<file path="src/rtl/cmp_pkg.sv">
// Shared definitions for the compare-unit arbiter:
// FSM state encoding and compare function codes.
package cmp_pkg;

   typedef enum logic [1:0] {
      IDLE  = 2'd0,
      ISSUE = 2'd1,
      WAIT  = 2'd2,
      RESP  = 2'd3
   } state_t;

   localparam logic [1:0] CMP_NONE = 2'b00;
   localparam logic [1:0] CMP_EQ   = 2'b01;
   localparam logic [1:0] CMP_GT   = 2'b10;
   localparam logic [1:0] CMP_LT   = 2'b11;

endpackage

</file>
<file path="src/rtl/cmp_arbiter.sv">
// Two-requester round-robin arbiter in front of a shared compare unit,
// one command in flight, with a bounded wait for the unit's result.
module cmp_arbiter
   import cmp_pkg::*;
#(
   parameter int DATA_WIDTH = 16,
   parameter int TIMEOUT    = 4
) (
   input  logic                  clk,
   input  logic                  rst,
   input  logic                  req0_valid,
   output logic                  req0_ready,
   input  logic [DATA_WIDTH-1:0] req0_in1,
   input  logic [DATA_WIDTH-1:0] req0_in2,
   input  logic [1:0]            req0_fun,
   input  logic                  req1_valid,
   output logic                  req1_ready,
   input  logic [DATA_WIDTH-1:0] req1_in1,
   input  logic [DATA_WIDTH-1:0] req1_in2,
   input  logic [1:0]            req1_fun,
   output logic                  rsp0_valid,
   input  logic                  rsp0_ready,
   output logic                  rsp1_valid,
   input  logic                  rsp1_ready,
   output logic [DATA_WIDTH-1:0] rsp_data,
   output logic                  rsp_err,
   output logic [DATA_WIDTH-1:0] cmp_in1,
   output logic [DATA_WIDTH-1:0] cmp_in2,
   output logic [1:0]            cmp_fun,
   output logic                  cmp_en,
   input  logic [DATA_WIDTH-1:0] cmp_out,
   input  logic                  cmp_flag
);

   localparam int CW = $clog2(TIMEOUT + 1);

   state_t                state;
   logic                  prio;
   logic                  gnt;
   logic [DATA_WIDTH-1:0] lat_in1;
   logic [DATA_WIDTH-1:0] lat_in2;
   logic [1:0]            lat_fun;
   logic [CW-1:0]         cnt;

   logic                  pick;
   logic                  rsp_take;

   // prio=1 means requester 1 wins a tie
   always_comb begin
      pick = 1'b0;
      if (req1_valid && (!req0_valid || prio))
         pick = 1'b1;
   end

   assign rsp_take = gnt ? rsp1_ready : rsp0_ready;

   always_ff @(posedge clk or negedge rst) begin
      if (!rst) begin
         state      <= IDLE;
         prio       <= 1'b0;
         gnt        <= 1'b0;
         lat_in1    <= '0;
         lat_in2    <= '0;
         lat_fun    <= CMP_NONE;
         cnt        <= '0;
         req0_ready <= 1'b0;
         req1_ready <= 1'b0;
         rsp0_valid <= 1'b0;
         rsp1_valid <= 1'b0;
         rsp_data   <= '0;
         rsp_err    <= 1'b0;
         cmp_in1    <= '0;
         cmp_in2    <= '0;
         cmp_fun    <= CMP_NONE;
         cmp_en     <= 1'b0;
      end else begin
         req0_ready <= 1'b0;
         req1_ready <= 1'b0;
         cmp_en     <= 1'b0;
         unique case (state)
            IDLE: begin
               // grant cycle shows ready; the following edge issues
               if (req0_ready || req1_ready) begin
                  state   <= ISSUE;
                  cmp_en  <= 1'b1;
                  cmp_in1 <= lat_in1;
                  cmp_in2 <= lat_in2;
                  cmp_fun <= lat_fun;
               end else if (req0_valid || req1_valid) begin
                  gnt        <= pick;
                  prio       <= ~pick;
                  req0_ready <= ~pick;
                  req1_ready <= pick;
                  lat_in1    <= pick ? req1_in1 : req0_in1;
                  lat_in2    <= pick ? req1_in2 : req0_in2;
                  lat_fun    <= pick ? req1_fun : req0_fun;
               end
            end
            ISSUE: begin
               state <= WAIT;
               cnt   <= '0;
            end
            WAIT: begin
               if (cmp_flag) begin
                  rsp_data   <= cmp_out;
                  rsp_err    <= 1'b0;
                  rsp0_valid <= ~gnt;
                  rsp1_valid <= gnt;
                  state      <= RESP;
               end else if (cnt == CW'(TIMEOUT - 1)) begin
                  rsp_data   <= '0;
                  rsp_err    <= 1'b1;
                  rsp0_valid <= ~gnt;
                  rsp1_valid <= gnt;
                  state      <= RESP;
               end else if (cnt != CW'(TIMEOUT)) begin
                  cnt <= cnt + 1'b1;
               end
            end
            RESP: begin
               if (rsp_take) begin
                  rsp0_valid <= 1'b0;
                  rsp1_valid <= 1'b0;
                  state      <= IDLE;
               end
            end
            default: state <= IDLE;
         endcase
      end
   end

endmodule

</file>
<file path="config.mk">
export PLATFORM = sky130hd
export DESIGN_NAME = cmp_arbiter
export DESIGN_NICKNAME = d
export VERILOG_FILES = /design/src/rtl/cmp_pkg.sv /design/src/rtl/cmp_arbiter.sv
export SDC_FILE = /design/constraint.sdc
export NUM_CORES = 1
export LEC_CHECK = 0
export ABC_AREA = 1
export CORE_MARGIN = 10
export CORE_UTILIZATION = 42
export CTS_CLUSTER_DIAMETER = 100
export DETAILED_ROUTE_END_ITERATION = 10
export PLACE_DENSITY = 0.84
export SYNTH_ARGS = -nofsm -noshare
export SYNTH_HDL_FRONTEND = slang
export SYNTH_SLANG_ARGS = --single-unit
</file>
<file path="constraint.sdc">
create_clock -name clk -period 1.45 [get_ports clk]
set_input_delay 0.2175 -clock clk [delete_from_list [all_inputs] [get_ports clk]]
set_output_delay 0.2175 -clock clk [all_outputs]
set_load 0.01 [all_outputs]
</file>
== Word level (Yosys, flattened, before mapping) ==
Index checks and enable logic that the tools add are counted.
W data, S select, Z words.
Storage, ports and cells
  flip-flop bits (word level): 97
  input bits: 91
  output and inout bits: 56
  word-level logic and storage cells: 80
Operators by class
  $add $sub $neg: 1
  equal/unequal tests: 11
  multiplexer cells: 33
  bitwise gates (word level): 3
  reduce and logical (&&, ||, !) cells: 15
Operator list (number)
  $mux W16: 4
  $mux W1: 17
  $mux W2: 5
  $ne A2 B2 Y1 const B: 5
  $mux W3: 3
  $reduce_and A3 Y1: 3
  $pmux W2 S4: 1
  $ne A3 B3 Y1 const B: 2
  $pmux W3 S2: 1
  $reduce_bool A2 Y1: 3
  $eq A2 B2 Y1 const B: 2
  $pmux W1 S2: 2
  $reduce_and A2 Y1: 2
  $reduce_and A4 Y1: 1
  $add A3 B1 Y3 const B: 1
  $eq A3 B2 Y1 const B: 1
  $logic_or A1 B1 Y1: 3
  $not A1 Y1: 3
  $eq A2 B1 Y1 const B: 1
  $logic_not A2 Y1: 1
  $logic_and A1 B1 Y1: 1
  $logic_not A1 Y1: 1

== Longest topological paths before layout ==
Gate-level depths: netlist of the first run.
  word-level depth: 8
  mapped depth: 8
  gate-level depth less buffers: 7

== Least setup slack after synthesis of the first run ==
No wires, ideal clock.
  path kind: flip-flop to flip-flop
  start point: register cnt[0]
  end point: register rsp_err
  setup time: 126 ps
  arrival time: 1295 ps
  data required time: 1324 ps
  path slack: 29 ps
  stages on the path, launching flop included: 6
  buffers on the path: 1
  period minus slack after synthesis: 1421 ps
  cell sequence: dfrtp_1 -> ha_1 -> ha_1 -> o21ai_2 -> buf_4 -> o21ai_0
On the way
  cells in the longest elaborated chain, start to end: 3
Ends and longest elaborated chain
  start: declaration: line cmp_arbiter.sv:43  | logic [CW-1:0] cnt;
  start signal: assignment: line cmp_arbiter.sv:117  | cnt <= cnt + 1'b1;
  $eq A3 B2 Y1: line cmp_arbiter.sv:110  | end else if (cnt == CW'(TIMEOUT - 1)) begin
  $reduce_bool A2 Y1 (no line)
  $reduce_and A2 Y1 (no line)
  end signal: assignment: line cmp_arbiter.sv:71  | rsp_err <= 1'b0;
  end signal: assignment: line cmp_arbiter.sv:106  | rsp_err <= 1'b0;
  end signal: assignment: line cmp_arbiter.sv:112  | rsp_err <= 1'b1;
  end: declaration: line cmp_arbiter.sv:26  | output logic rsp_err,
Every way passes these cells.
A chain may end at the register's enable or synchronous reset.

== Worst setup path after layout of the first run ==
  start point: register state[0]
  end point: register lat_in2[5]
On the way
  cells in the longest elaborated chain, start to end: 2
Ends and longest elaborated chain
  start: declaration: line cmp_arbiter.sv:37  | state_t state;
  start signal: assignment: line cmp_arbiter.sv:59  | state <= IDLE;
  start signal: assignment: line cmp_arbiter.sv:84  | state <= ISSUE;
  start signal: assignment: line cmp_arbiter.sv:100  | state <= WAIT;
  $logic_not A2 Y1: line cmp_arbiter.sv:80  | unique case (state)
  $reduce_and A3 Y1 (no line)
  end signal: assignment: line cmp_arbiter.sv:95  | lat_in2 <= pick ? req1_in2 : req0_in2;
  end: declaration: line cmp_arbiter.sv:41  | logic [DATA_WIDTH-1:0] lat_in2;
Every way passes these cells.

==> results_dict.tcl, run 1 <==
set metrics [dict create \
    avgSynthCellArea_um2 8.71 \
    netlist_area_um2 4480 \
    cts_root_buffer "clkbuf_8" \
    status "finished clean" \
    slew-limit-headroom_pct 74.6 \
    crit_type "flip-flop to flip-flop" \
    grt_pass1_wl_um 20100 \
    cp.required_ns 1.75 \
    totalWireLength_um 13100 \
    synth_warnings 0 \
    cts_made_buffers 9 \
    min_period_ns 1.44 \
    areaGrowthSynthToFinish_pct 50.2 \
    clk_pin_slew_ns 0.09 \
    initial_core_util_pct 43.2 \
    setup_violations 0 \
    die_h_um 123 \
    place_area_um2 6150 \
    syn_nets 613 \
    skew_ns 0.00872 \
    reg2reg_from "state[0]" \
    coreArea_um2 10400 \
    fin_cells 822 \
    crit_start "state[0]" \
    grt_pass1_vias 4080 \
    yosysUniqueCellTypes 22 \
    grt_max_degree 35 \
    synth_seq_cells 97 \
    drtAntennaViolNets 0 \
    synth_area_leader_cell "dfrtp_1" \
    rows 37 \
    dp_hpwl_um 9410 \
    dieArea_um2 15200 \
    grt_overflow_total 0 \
    antenna_found_initial 0 \
    dp.cells 792 \
    final_nets 780 \
    slew_viol_final 0 \
    vdd_drop_max_mv 0.664 \
    ys_seq_area_share_pct 54.2 \
    tightest_slew_ns 0.381 \
    hold_viol 0 \
    die_x_um 123 \
    cts_tree "built" \
    hp-class "input pin to async pin" \
    pin_count 147 \
    fin_util_pct 64.8 \
    h-tree-depth 3 \
    gp_congestion 0.841 \
    max_cap_violations 0 \
    wl_per_cell_um 15.9 \
    synthTopCellsByArea "dfrtp_1 (54%), nand2_1 (22%), nand3_1 (3.2%), a22o_1 (3.1%), nand3_2 (2.9%)" \
    p_leak_nw 3.55 \
    drt_iter0_drc 221 \
    antenna-diode-count 0 \
    rsz0062_at_grt "yes" \
    pwr_density_cell_nw_per_um2 1860 \
    period_share_pct 99.2 \
    track_usage_pct 16.6 \
    num_vias 4022 \
    fmax_mhz 695 \
    drc 0 \
    arrival_ns 1.74 \
    startpoint_type "flip-flop" \
    yosysTopAreaCellShare_pct 54.2 \
    cts_sinks 97 \
    syn_inst 514 \
    cp_max_fo 4 \
    clk_latency_ns 0.36 \
    clockBufferDepth 2 \
    critPathCaptureType "flip-flop" \
    via_per_inst 4.89 \
    numPortBuffers 146 \
    design_area_um2 6720 \
    firstDrtPassIters 5 \
    drive_above_1_share_pct 15.5 \
]
## critical path, stage by stage (launching register included)
cell       delay (ns)
dfrtp_1          0.40
inv_2            0.11
ha_4             0.16
nand3_4          0.09
nor2_4           0.16
buf_6            0.13
buf_12           0.10
clkbuf_16        0.13
nand2_1          0.05
nand2_1          0.05
## report_power, final
group / total [mW] / internal [mW] / switching, mW
Combinational: 6.09 / 2.85 / 3.24
Sequential: 4.59 / 3.92 / 0.664
Clock: 1.86 / 0.963 / 0.899
## layout make-up
class,instances,area (µm²)
fill,842,3650
sequential,97,2430
multi-input combinational,358,1910
timing repair buffer,181,1850
tap,136,170
inverter,33,144
clock buffer,10,128
clock inverter,6,82.6
timing repair inverter,1,7.51
## worst paths after layout
kind	cells after the start	endpoint	slack, ns
worst max-delay path	9	lat_in2[5]	0.01
max in group asynchronous	3	lat_in1[12]	0.61
min in group clk	2	rsp_data[11]	0.46
worst min register to register	2	cmp_in2[7]	0.47
worst max register to register	9	lat_in2[5]	0.01
worst min-delay path	2	lat_in2[15]	0.33
## synth_stat cells
cell type and count:
nand2_1 257, nand3_1 29, ha_1 8, buf_6 5
nand4_1 4, nand2_4 1, nand3_2 13, buf_4 8
a22o_1 16, inv_2 3, o21bai_1 1, inv_1 30
nor2_1 2, dfrtp_1 97, or2_2 1, o21ai_2 1
nor2_4 2, nand2_2 1, buf_2 12, nand3b_1 17
o21ai_0 5, buf_12 1
## per-stage QoR
step / setup slack, ns / hold WS, ns / power (mW) / TNS, ns
6_report: 0.0112 / 0.331 / 12.5 / 0
5_1_grt: -0.0720 / 0.350 / 13.5 / -1.30
4_1_cts: -0.0193 / 0.325 / 11.9 / -0.0603
3_5_place_dp: -0.220 / 0.164 / 10.1 / -7.47
3_3_place_gp: -0.135 / 0.152 / 9.79 / -4.34
2_1_floorplan: 0.0288 / -0.0781 / 7.54 / 0
## kinds of logic (layout without fill, tap and decap cells)
| family | count (synthesis) | after routing | synth area share, % |
|---|---|---|---|
| simple gates | 327 | 327 | 32.3 |
| compound gates | 23 | 23 | 4.05 |
| flops | 97 | 97 | 54.2 |
| fa+ha+maj | 8 | 8 | 2.24 |
| buf+inv | 59 | 231 | 7.16 |
## flip-flops by register name (all words and copies together) (netlist names), 2 cells and up
signal and cells:
cmp_fun 2, lat_fun 2, cnt 3, lat_in1 16
lat_in2 16, rsp_data 16, cmp_in1 16, state 2
cmp_in2 16
## timing repair
action,4_1_cts,5_1_grt
hold buffers,1,0
pin swaps,0,26
setup endpoints to repair,114,58
buffers inserted,3,5
endpoints found under the hold margin,24,0
cloned,2,4
resized for setup,74,49
## cells in the final DEF, fill, tap and decap left out, types with 5 or more instances in the layout
cell / instances
nand2_1: 239
dfrtp_1: 97
clkdlybuf4s50_1: 89
dlygate4sd2_1: 56
inv_1: 27
nand3_1: 22
buf_4: 19
nand3b_1: 17
a22o_1: 16
nand3_2: 15
nand2_2: 13
clkbuf_8: 9
buf_12: 9
nand2_4: 7
nand3_4: 5
ha_1: 5
## routing by layer
layer / vias to the layer above / track usage [%] / part of all wire, %
met5: - / 0 / 0
met4: 0 / 6.48 / 1.7
met3: 16 / 4.33 / 7.2
met2: 140 / 27.8 / 50
met1: 1926 / 20.1 / 42
li1: 1940 / - / -
No activity file was read; power rests on OpenSTA's default activity.
==> run 2, diff against run 1 <==
--- a/config.mk
+++ b/config.mk
@@ -10,7 +10,8 @@
 export CORE_UTILIZATION = 42
 export CTS_CLUSTER_DIAMETER = 100
 export DETAILED_ROUTE_END_ITERATION = 10
-export PLACE_DENSITY = 0.84
+export GPL_ROUTABILITY_DRIVEN = 0
+export PLACE_DENSITY = 0.77
 export SYNTH_ARGS = -nofsm -noshare
 export SYNTH_HDL_FRONTEND = slang
 export SYNTH_SLANG_ARGS = --single-unit
==> results_dict.tcl, run 2 (same netlist as run 1, synthesis figures left out) <==
set metrics [dict create \
    hold_viol 0 \
    grt_pass1_vias 4147 \
    cp.required_ns 1.73 \
    p_total_mw 12.2 \
    drive_above_1_share_pct 14.1 \
    antenna_found_initial 1 \
    cts_sinks 97 \
    fin_cells 824 \
    h-tree-depth 3 \
    drt_iter0_drc 241 \
    totalWireLength_um 13300 \
    grt_overflow_total 0 \
    die_h_um 123 \
    grt_pass1_wl_um 20400 \
    rows 37 \
    multi_input_area_um2 1870 \
    design_area_um2 6660 \
    critPathCaptureType "flip-flop" \
    cts_root_buffer "clkbuf_8" \
    rsz0062_at_grt "yes" \
    fmax_mhz 677 \
    pin_count 147 \
    dp_hpwl_um 9510 \
    via_per_inst 4.95 \
    clk_latency_ns 0.37 \
    period_share_pct 102 \
    coreArea_um2 10400 \
    die_x_um 123 \
    crit_type "flip-flop to flip-flop" \
    clk_pin_slew_ns 0.09 \
    final_common_cell "nand2_1" \
    tightest_slew_ns 0.336 \
    wl_per_cell_um 16.2 \
    num_vias 4076 \
    min_period_ns 1.48 \
    numPortBuffers 146 \
    p_leak_nw 3.50 \
    track_usage_pct 16.9 \
    dp.cells 795 \
    status "finished with violations" \
    max_cap_violations 0 \
    hold-worst-slack_ns 0.286 \
    pwr_density_cell_nw_per_um2 1830 \
    startpoint_type "flip-flop" \
    place_area_um2 6180 \
    final_cell_mix "nand2_1 (254), dfrtp_1 (97), clkdlybuf4s50_1 (89)" \
    vdd_drop_max_mv 0.761 \
    fin_ws_ns -0.0270 \
    clockBufferDepth 2 \
    grt_max_degree 58 \
    arrival_ns 1.76 \
    initial_core_util_pct 43.2 \
    cp_max_fo 6 \
    slew_viol_final 0 \
    drtAntennaViolNets 0 \
    nFillCells 862 \
    cts_tree "built" \
    firstDrtPassIters 5 \
    areaGrowthSynthToFinish_pct 48.7 \
    drc 0 \
    setup_violations 1 \
    skew_ns 0.00832 \
    regArea_um2 2430 \
    fin_util_pct 64.2 \
    cts_made_buffers 9 \
    violations "setup timing" \
    final_nets 781 \
    hp-class "input pin to async pin" \
    slew-limit-headroom_pct 77.6 \
    dieArea_um2 15200 \
]
==> run 2: changes by cell type in the layout (fill, tap and decap cells not counted), moves of 2 or more <==
cell,before,now
bufinv_16,2,0
nand3_1,22,17
nand2_2,13,2
nand3_2,15,21
buf_12,9,11
nand2_1,239,254
clkbuf_8,9,11
clkinv_2,3,1
buf_6,3,0
buf_4,19,23
nand2_4,7,3
==> run 2: report_power, final <==
part	switching, mW	total [mW]	internal [mW]
Clock	0.926	1.64	0.715
Sequential	0.672	4.59	3.92
Combinational	3.15	5.92	2.77
Total	4.75	12.2	7.40
==> run 2: worst paths after layout <==
kind / start / to / slack [ns] / cells after the start
worst max-delay path: state[0] / cnt[2] / -0.03 / 8
worst min-delay path: rst / cmp_in2[3] / 0.29 / 2
worst max register to register: state[0] / cnt[2] / -0.03 / 8
worst min register to register: rsp0_valid / rsp0_valid / 0.48 / 2
max in group asynchronous: rst / state[0] / 0.56 / 3
min in group clk: cmp_out[4] / rsp_data[4] / 0.45 / 2
==> run 2: repair_timing <==
item / 4_1_cts / 5_1_grt
pin swaps: 0 / 12
buffers inserted: 1 / 7
hold endpoints to repair: 24 / 0
hold buffers: 1 / 0
gates cloned: 0 / 3
gates resized for setup: 71 / 29
endpoints found under the setup margin: 112 / 60
==> run 2: stage by stage <==
step,setup slack (ns),TNS (ns)
after floorplan,0.0288,0
after global placement,-0.0938,-3.20
after detailed placement,-0.180,-6.60
after CTS,-0.0138,-0.0359
after global routing,-0.102,-1.58
final,-0.0270,-0.0270
==> run 2: layer usage <==
metal  global-route usage, %  vias to the layer above  part of all wire, %
li1                        -                     1956                    -
met1                    20.6                     1931                   42
met2                    26.8                      161                   45
met3                    7.16                       26                   10
met4                    5.17                        2                  2.1
met5                       0                        -                 0.10
==> run 2: layout make-up <==
class	count	area share, %
Inverter	33	2.11
Clock buffer	12	2.33
Multi-Input combinational cell	358	28.1
Clock inverter	4	0.414
Timing Repair Buffer	183	27.9
Tap cell	136	2.56
Antenna cell	1	0.0376
Sequential cell	97	36.5
==> run 2: critical path, stage by stage (launching register included) <==
cell and delay [ns]:
dfrtp_1 0.40, inv_2 0.10, buf_4 0.13, ha_4 0.20, buf_4 0.15, inv_1 0.05
nand2_1 0.15, nand3_2 0.11, o21ai_0 0.11
